$ cat config.mk
export PLATFORM = sky130hd
export DESIGN_NAME = text_ram_writer
export DESIGN_NICKNAME = d
export VERILOG_FILES = /design/src/rtl/text_ram_writer.sv
export SDC_FILE = /design/constraint.sdc
export NUM_CORES = 1
export LEC_CHECK = 0
export CORE_UTILIZATION = 40
export DETAILED_ROUTE_END_ITERATION = 8
export PLACE_DENSITY = 0.77
export SETUP_SLACK_MARGIN = 0.05
export SKIP_LAST_GASP = 1
export SLEW_MARGIN = 20
export SYNTH_ARGS = -nofsm -noshare
export SYNTH_HDL_FRONTEND = slang
export SYNTH_SLANG_ARGS = --single-unit
export TNS_END_PERCENT = 100
$ cat constraint.sdc
create_clock -name px_clk -period 2.2 [get_ports px_clk]
set_input_delay 0.66 -clock px_clk [delete_from_list [all_inputs] [get_ports px_clk]]
set_output_delay 0.66 -clock px_clk [all_outputs]
set_load 0.02 [all_outputs]
$ cat src/rtl/text_ram_writer.sv
// Write-side companion of the VGA label RAM: turns a valid/ready ASCII stream into
// single-cycle RAM writes inside a rectangular text region, gated by the blanking window.
module text_ram_writer #(
  parameter int unsigned ADDR_WIDTH = 8,
  parameter int unsigned BASE_ADDR  = 0,
  parameter int unsigned LINE_LEN   = 16,
  parameter int unsigned NUM_LINES  = 4
) (
  input  logic                  px_clk,
  input  logic                  rst,
  input  logic                  in_valid,
  input  logic [7:0]            in_data,
  output logic                  in_ready,
  input  logic                  wr_allow,
  output logic [ADDR_WIDTH-1:0] ram_addr,
  output logic [7:0]            ram_din,
  output logic                  ram_we,
  output logic [ADDR_WIDTH-1:0] cursor,
  output logic                  busy
);

  localparam int unsigned Region = LINE_LEN * NUM_LINES;
  localparam int unsigned ColW   = $clog2(LINE_LEN);
  localparam int unsigned RowW   = (NUM_LINES > 1) ? $clog2(NUM_LINES) : 1;
  localparam int unsigned ClrW   = $clog2(Region);

  localparam logic [ColW-1:0]       LastCol = ColW'(LINE_LEN - 1);
  localparam logic [RowW-1:0]       LastRow = RowW'(NUM_LINES - 1);
  localparam logic [ClrW-1:0]       LastClr = ClrW'(Region - 1);
  localparam logic [ADDR_WIDTH-1:0] BaseA   = ADDR_WIDTH'(BASE_ADDR);
  localparam logic [ADDR_WIDTH-1:0] LineA   = ADDR_WIDTH'(LINE_LEN);

  typedef enum logic [1:0] {StIdle, StExec, StClear} stateT;

  stateT           stateQ, stateD;
  logic [RowW-1:0] rowQ, rowD, rowNext;
  logic [ColW-1:0] colQ, colD;
  logic [ClrW-1:0] clrPtrQ, clrPtrD;
  logic [7:0]      byteQ, byteD;

  logic                  weD;
  logic [ADDR_WIDTH-1:0] addrD;
  logic [7:0]            dinD;
  logic                  accept;
  logic                  isPrint;

  function automatic logic [ADDR_WIDTH-1:0] cellAddr(input logic [RowW-1:0] r,
                                                     input logic [ColW-1:0] c);
    return BaseA + ADDR_WIDTH'(r) * LineA + ADDR_WIDTH'(c);
  endfunction

  assign accept  = in_valid && in_ready;
  assign isPrint = (byteQ >= 8'h20) && (byteQ <= 8'h7E);
  assign rowNext = (rowQ == LastRow) ? '0 : rowQ + RowW'(1);

  // State and cursor registers
  always_ff @(posedge px_clk) begin
    if (rst) begin
      stateQ  <= StIdle;
      rowQ    <= '0;
      colQ    <= '0;
      clrPtrQ <= '0;
      byteQ   <= '0;
    end else begin
      stateQ  <= stateD;
      rowQ    <= rowD;
      colQ    <= colD;
      clrPtrQ <= clrPtrD;
      byteQ   <= byteD;
    end
  end

  // Next-state logic
  always_comb begin
    stateD  = stateQ;
    rowD    = rowQ;
    colD    = colQ;
    clrPtrD = clrPtrQ;
    byteD   = byteQ;
    unique case (stateQ)
      StIdle: begin
        if (accept) begin
          byteD  = in_data;
          stateD = StExec;
        end
      end
      StExec: begin
        stateD = StIdle;
        if (isPrint) begin
          if (!wr_allow) begin
            stateD = StExec;
          end else if (colQ == LastCol) begin
            colD = '0;
            rowD = rowNext;
          end else begin
            colD = colQ + ColW'(1);
          end
        end else begin
          case (byteQ)
            8'h0D: colD = '0;
            8'h0A: begin
              colD = '0;
              rowD = rowNext;
            end
            8'h08: begin
              // Backspace stops at the first cell of the region and never erases.
              if (rowQ != '0 || colQ != '0) begin
                if (colQ == '0) begin
                  colD = LastCol;
                  rowD = rowQ - RowW'(1);
                end else begin
                  colD = colQ - ColW'(1);
                end
              end
            end
            8'h0C: begin
              clrPtrD = '0;
              stateD  = StClear;
            end
            default: ;
          endcase
        end
      end
      StClear: begin
        if (wr_allow) begin
          if (clrPtrQ == LastClr) begin
            rowD   = '0;
            colD   = '0;
            stateD = StIdle;
          end else begin
            clrPtrD = clrPtrQ + ClrW'(1);
          end
        end
      end
      default: stateD = StIdle;
    endcase
  end

  // Write-port drive; address and data stay zero when not writing so the bus can be OR-ed.
  always_comb begin
    weD   = 1'b0;
    addrD = '0;
    dinD  = '0;
    unique case (stateQ)
      StExec: begin
        if (isPrint && wr_allow) begin
          weD   = 1'b1;
          addrD = cellAddr(rowQ, colQ);
          dinD  = byteQ;
        end
      end
      StClear: begin
        if (wr_allow) begin
          weD   = 1'b1;
          addrD = BaseA + ADDR_WIDTH'(clrPtrQ);
          dinD  = 8'h20;
        end
      end
      default: ;
    endcase
  end

  always_ff @(posedge px_clk) begin
    if (rst) begin
      ram_we   <= 1'b0;
      ram_addr <= '0;
      ram_din  <= '0;
      cursor   <= BaseA;
      busy     <= 1'b0;
      in_ready <= 1'b0;
    end else begin
      ram_we   <= weD;
      ram_addr <= addrD;
      ram_din  <= dinD;
      cursor   <= cellAddr(rowD, colD);
      busy     <= (stateD != StIdle);
      in_ready <= (stateD == StIdle);
    end
  end

endmodule
# Yosys cells after proc, flatten, opt, wreduce, memory -nomap -nowiden
# Cells that the tools add are included.
[totals]
wordCells = 87
out_inout_bits = 27
input_bits = 12
reg_bits = 49
[op_classes]
n_eq_ne = 13
magnitude_cmp = 2
addsub = 7
muxes = 40
n_reduce_logical = 14
[op_table]
columns = ["operator", "n"]
rows = [
  ["6-bit 2-to-1 mux", 6],
  ["8-bit by 4-bit == test with 1-bit output (second input constant)", 4],
  ["4-bit 2-to-1 mux", 7],
  ["2-bit 2-to-1 mux", 13],
  ["4-bit one-hot mux with 2 select lines", 2],
  ["8-bit one-hot mux with 2 select lines", 1],
  ["6-bit by 4-bit adder with 7-bit output", 2],
  ["7-bit one-hot mux with 2 select lines", 1],
  ["6-bit one-hot mux with 2 select lines", 1],
  ["8-bit by 6-bit greater-or-equal comparator with 1-bit output (second input constant)", 1],
  ["8-bit by 7-bit less-or-equal comparator with 1-bit output (second input constant)", 1],
  ["8-bit 2-to-1 mux", 1],
  ["2-bit one-hot mux with 2 select lines", 2],
  ["7-bit 2-to-1 mux", 1],
  ["6-bit by 1-bit adder with 6-bit output (second input constant)", 1],
  ["6-bit == test (second input constant)", 1],
  ["2-bit != test (second input constant)", 3],
  ["2-bit one-hot mux with 3 select lines", 1],
  ["2-bit nonzero test", 3],
  ["5-bit AND reduction", 1],
  ["4-bit by 1-bit adder with 4-bit output (second input constant)", 1],
  ["2-bit == test (second input constant)", 2],
  ["4-bit == test (second input constant)", 1],
  ["2-bit logical NOT", 2],
  ["13 further kinds", 17],
]

# Longest topological paths before layout
# Gate-level depths: netlist of run 1.
[logic_depth]
depth_word = 7
depth_mapped = 8
depth_no_buf = 7

# Worst setup path after synthesis of run 1
# Ideal clock, no wire load.
[synth_timing]
path_kind = "reg-to-reg"
start = "register stateQ[1]"
end = "register clrPtrQ[5]"
setup_time_ps = 115
stages_incl_launch_ff = 9
path_buffers = 1
setup_slack_ps = 62
required_time_ps = 2085
arrival_time_ps = 2023
period_less_slack_ps = 2138
path_cell_list = "dfxtp_1 inv_1 ha_1 clkbuf_1 or4bb_1 o32a_4 nor4_4 xnor2_1 nor2_2"
[synth_via]
elab_chain_cells = 3
elab_cells_between_ends = 9
cone_classes = "eq/ne (6); mux (1); reduce/logical (2)"
[synth_lines]
columns = ["item", "line", "text"]
rows = [
  ["from (decl)", "35", "stateT stateQ, stateD;"],
  ["from (signal assigned)", "59", "stateQ <= StIdle;"],
  ["from (signal assigned)", "65", "stateQ <= stateD;"],
  ["2-bit by 1-bit == test with 1-bit output / 2-bit == test (equally long branches)", "80", "unique case (stateQ)"],
  ["2-bit by 1-bit != test with 1-bit output (no line), or another cell as far along", "-", ""],
  ["5-bit AND reduction (no line)", "-", ""],
  ["to (signal assigned)", "68", "clrPtrQ <= clrPtrD;"],
  ["to (decl)", "38", "logic [ClrW-1:0] clrPtrQ, clrPtrD;"],
]
# Parallel ways exist; a longest one is shown, timed or not.
# A chain may end at the register's enable or synchronous reset.

==> results of run 1 <==
## cell type report
class | instances | area, µm²
clock buffers | 6 | 82.6
inverters | 10 | 37.5
flip-flops and latches | 39 | 781
fillers | 442 | 2200
multi-input cells | 186 | 1170
well taps | 67 | 83.8
repair buffers | 52 | 488
clock inverters | 1 | 5.00
## logic make-up after synthesis
| kind of cell | after synthesis | synth area share |
|---|---|---|
| simple gates | 97 | 0.239 |
| compound gates | 67 | 0.227 |
| flops | 39 | 0.377 |
| buf+inv | 29 | 0.0634 |
| fa+ha+maj | 9 | 0.0544 |
| xor+xnor | 4 | 0.0169 |
| mux | 4 | 0.0199 |
| other cells | 1 | 0.00181 |
## worst min path at each step
stage | endpoint | cells after the start | slack, ps | from
3_5_place_dp | byteQ[3] | 2 | 470 | byteQ[3]
6_report | byteQ[3] | 2 | 480 | byteQ[3]
5_1_grt | byteQ[3] | 2 | 510 | byteQ[3]
2_1_floorplan | byteQ[3] | 2 | 450 | byteQ[3]
4_1_cts | byteQ[3] | 2 | 480 | byteQ[3]
3_3_place_gp | byteQ[3] | 2 | 470 | byteQ[3]
## per-layer routing
metal / part of all wire / up-vias / GRT usage / wire length (µm)
met5: 0 / - / 0 / 0
met4: 0.013 / 0 / 0.0833 / 59
met3: 0.047 / 9 / 0.0488 / 218
met2: 0.48 / 53 / 0.301 / 2210
met1: 0.46 / 900 / 0.240 / 2140
li1: - / 977 / - / -
## worst register-to-register path, delay by kind of cell (launching register included)
kind | cells | cell delay (ps)
simple gates | 3 | 740
buf+inv | 1 | 110
compound gates | 1 | 370
xor+xnor | 1 | 160
fa+ha+maj | 1 | 170
flops | 1 | 330
## through the flow
step,setup slack (ps),power [µW],cells
5_1_grt,75.2,1550,361
3_5_place_dp,-29.8,1000,354
4_1_cts,138,1480,361
2_1_floorplan,62.0,916,254
6_report,144,1480,361
3_3_place_gp,29.0,998,354
## power by group
group	switching, µW	internal [µW]	leakage, µW
registers	16.4	725	0.000316
logic	137	112	0.000613
clock network	240	246	0.0000470
## cells in the mapped netlist (3+ instances only)
library cell and count:
nor3_1 10, mux2i_1 3, inv_1 10, o21a_1 3
clkbuf_1 13, xnor2_1 4, nor2_1 23, o21ai_0 11
dfxtp_1 39, and3_1 7, buf_4 4, ha_1 9
a31oi_1 3, nand2_1 26, a21oi_1 20, a22oi_1 7
nand3_1 11, nand2b_1 3
==> results, run 1 <==
- The proportion of layout cells with a drive suffix above 1 is 0.122.
- In this run, distinct cell masters in the synthesized netlist total 54.
- Clock-pin slew was measured on the worst setup and hold paths at approximately 70 ps.
- The number of instances in the synthesized netlist is 250.
- The synthesis-to-finish area growth is 28.0%.
- After routing the design area is 2650 µm².
- In this run the register-to-register setup slack is about 220 ps.
- In the finished design, the share of the clock period the worst path needs comes to 0.935.
- The number of buffers inserted by port buffering is 34.
- For the worst flop-to-flop path, the logic depth is 7.
- The number of nets in the finished design is about 320.
- The first global-routing pass estimated between 7000 and 8000 µm of wire.
- The top-level port count is 39.
- The half-perimeter wire length after placement is around 3500 µm.
- The post-synthesis cell type with the largest combined area is dfxtp_1.
- The arrival time of the worst setup path is 1400 ps.
- After detailed routing, the number of vias per cell comes to between 5 and 6.
- The repair_antennas step left the layout with diodes totalling 0.
- The first detailed-routing pass took 6 iterations.
- Post-CTS repair changed the size of 0 cells.
- Setup repair after global routing left no endpoint under its margin.
- The critical-path cell with the highest stage delay is clkdlybuf4s50_1.
- TritonCTS built the clock tree.
- After detailed routing, the average wire length per cell comes to between 10 and 15 µm.
- The count of final hold-check violations came to 0.
- In this run, the number of DRC markers left after iteration 0 of detailed routing was 144.
- Measured on the finished design, the core utilization comes to 0.547.
- Summed over all layers, the global routing overflow is 0.
- In this run the worst setup path terminates at cursor[0].
- Of the synthesized area, sequential elements account for 0.377.
- The number of buffers created by CTS is 5.
- Yosys attributes the largest share of cell area to dfxtp_1 (38%), ha_1 (5.4%), a21oi_1 (4.8%).
- Yosys printed 0 warnings.
- The launching element type of the critical path is a flop.
- In this run the core area contains 25 standard-cell rows.
- Summed over all failing endpoints, the final setup total negative slack is 0 ps.
- The longest clock path from root to sink contains 2 buffers.
- The die outline area is roughly 5500 µm².
- The run finished with clean final reports.
- The proportion of netlist area held by the largest area contributor is 0.377.
- The insertion delay of the later-clocked pin in the worst-skew pair is approximately 290 ps.
- The pin slew with the least headroom to its limit is approximately 570 ps.
- The CTS root buffer is clkbuf_8.
- The instance count on the critical path is 2.
- The max-capacitance violation count is 0.
- The global placer's final weighted congestion is 0.857.
- Setup violations remaining at the end of the flow were counted as 0.
- The path type of the worst setup path is flop to output port.
- The final route contains about 1900 vias.
- Once detail routing completed, the nets flagged for antenna violations numbered 0.
- The DRC violations left is 0.
- Once placement finished, the instance area stood at approximately 2600 µm².
- The height of the die is 74.0 µm.
- The worst setup path is captured at an output port.
- The width of the die is approximately 74 µm.
- The total count of max-transition violations in the final report is 0.
- Across every metal layer, demand over resource in global routing totals 0.189.
- The effective utilization at floorplan is 0.427.
- Yosys mapped a number of flops with a built-in enable equal to 0.
- The total length of routed wires is roughly 4600 µm.
- The tightest min-delay check is of the flop to flop type.
- In the layout the commonest cells are dfxtp_1 (39), clkdlybuf4s50_1 (34), nand2_1 (26).
- In this run the power density over the cells is 557 nW/µm².
- Buffers added to address setup during post-CTS repair amount to 0.
- The signal on the critical path passes through buf_4 -> clkdlybuf4s50_1.
- The initial antenna violation count is 0.
- The leading cell type in the layout, fill and taps excluded is dfxtp_1.
- The via count of the first global-routing pass is roughly 1800.
- Summed over all cells, the static leakage comes to slightly below 0.001 µW.
- The clock skew is 4.61 ps.
- The tightest hold margin is ~480 ps.
- VDD sags by at most ~0.00033 V.
- The hold buffer count at cts is 0.
- The highest net fanout along the worst path is 10.
- For this design, the sink count on the clock tree is 39.
- On the worst path, the slowest cell contributes a delay of 610 ps.
- Entering global routing, the biggest net connects 19 pins.
- The post-synthesis instance area is between 2000 and 2500 µm².
- The kind of cell with the highest combined delay on the critical path is buffers and inverters.
- The average footprint of a synthesized cell is 8.28 µm².
- The number of buffers and inverters on the critical path is 2.
- Subtracting the final worst setup slack from the clock period gives slightly above 2000 ps.
- In the synthesized netlist the async set-or-reset flop fraction comes to 0.
- The total area inside the core boundary comes to 4850 µm².
- The data required time of the critical path is 1540 ps.
- The worst register-to-register path begins at stateQ[1].
- The worst register-to-register path ends at clrPtrQ[5].
- For this run, the leading register cell type out of synthesis is dfxtp_1.
- The synthesized flop and latch total is 39.
- Timing would allow up to about 500 MHz.
- In this run the tightest slew margin relative to its limit is 0.615.
- The H-tree generated during clock tree synthesis spans 2 levels.
Power figures use the tool's default switching activity.
==> run 2, diff against run 1 <==
--- a/config.mk
+++ b/config.mk
@@ -5,6 +5,7 @@
 export SDC_FILE = /design/constraint.sdc
 export NUM_CORES = 1
 export LEC_CHECK = 0
+export CAP_MARGIN = 10
 export CORE_UTILIZATION = 40
 export DETAILED_ROUTE_END_ITERATION = 8
 export PLACE_DENSITY = 0.77
==> results of run 2 <==
The final DEF is identical to that of run 1; final timing and power are the same.
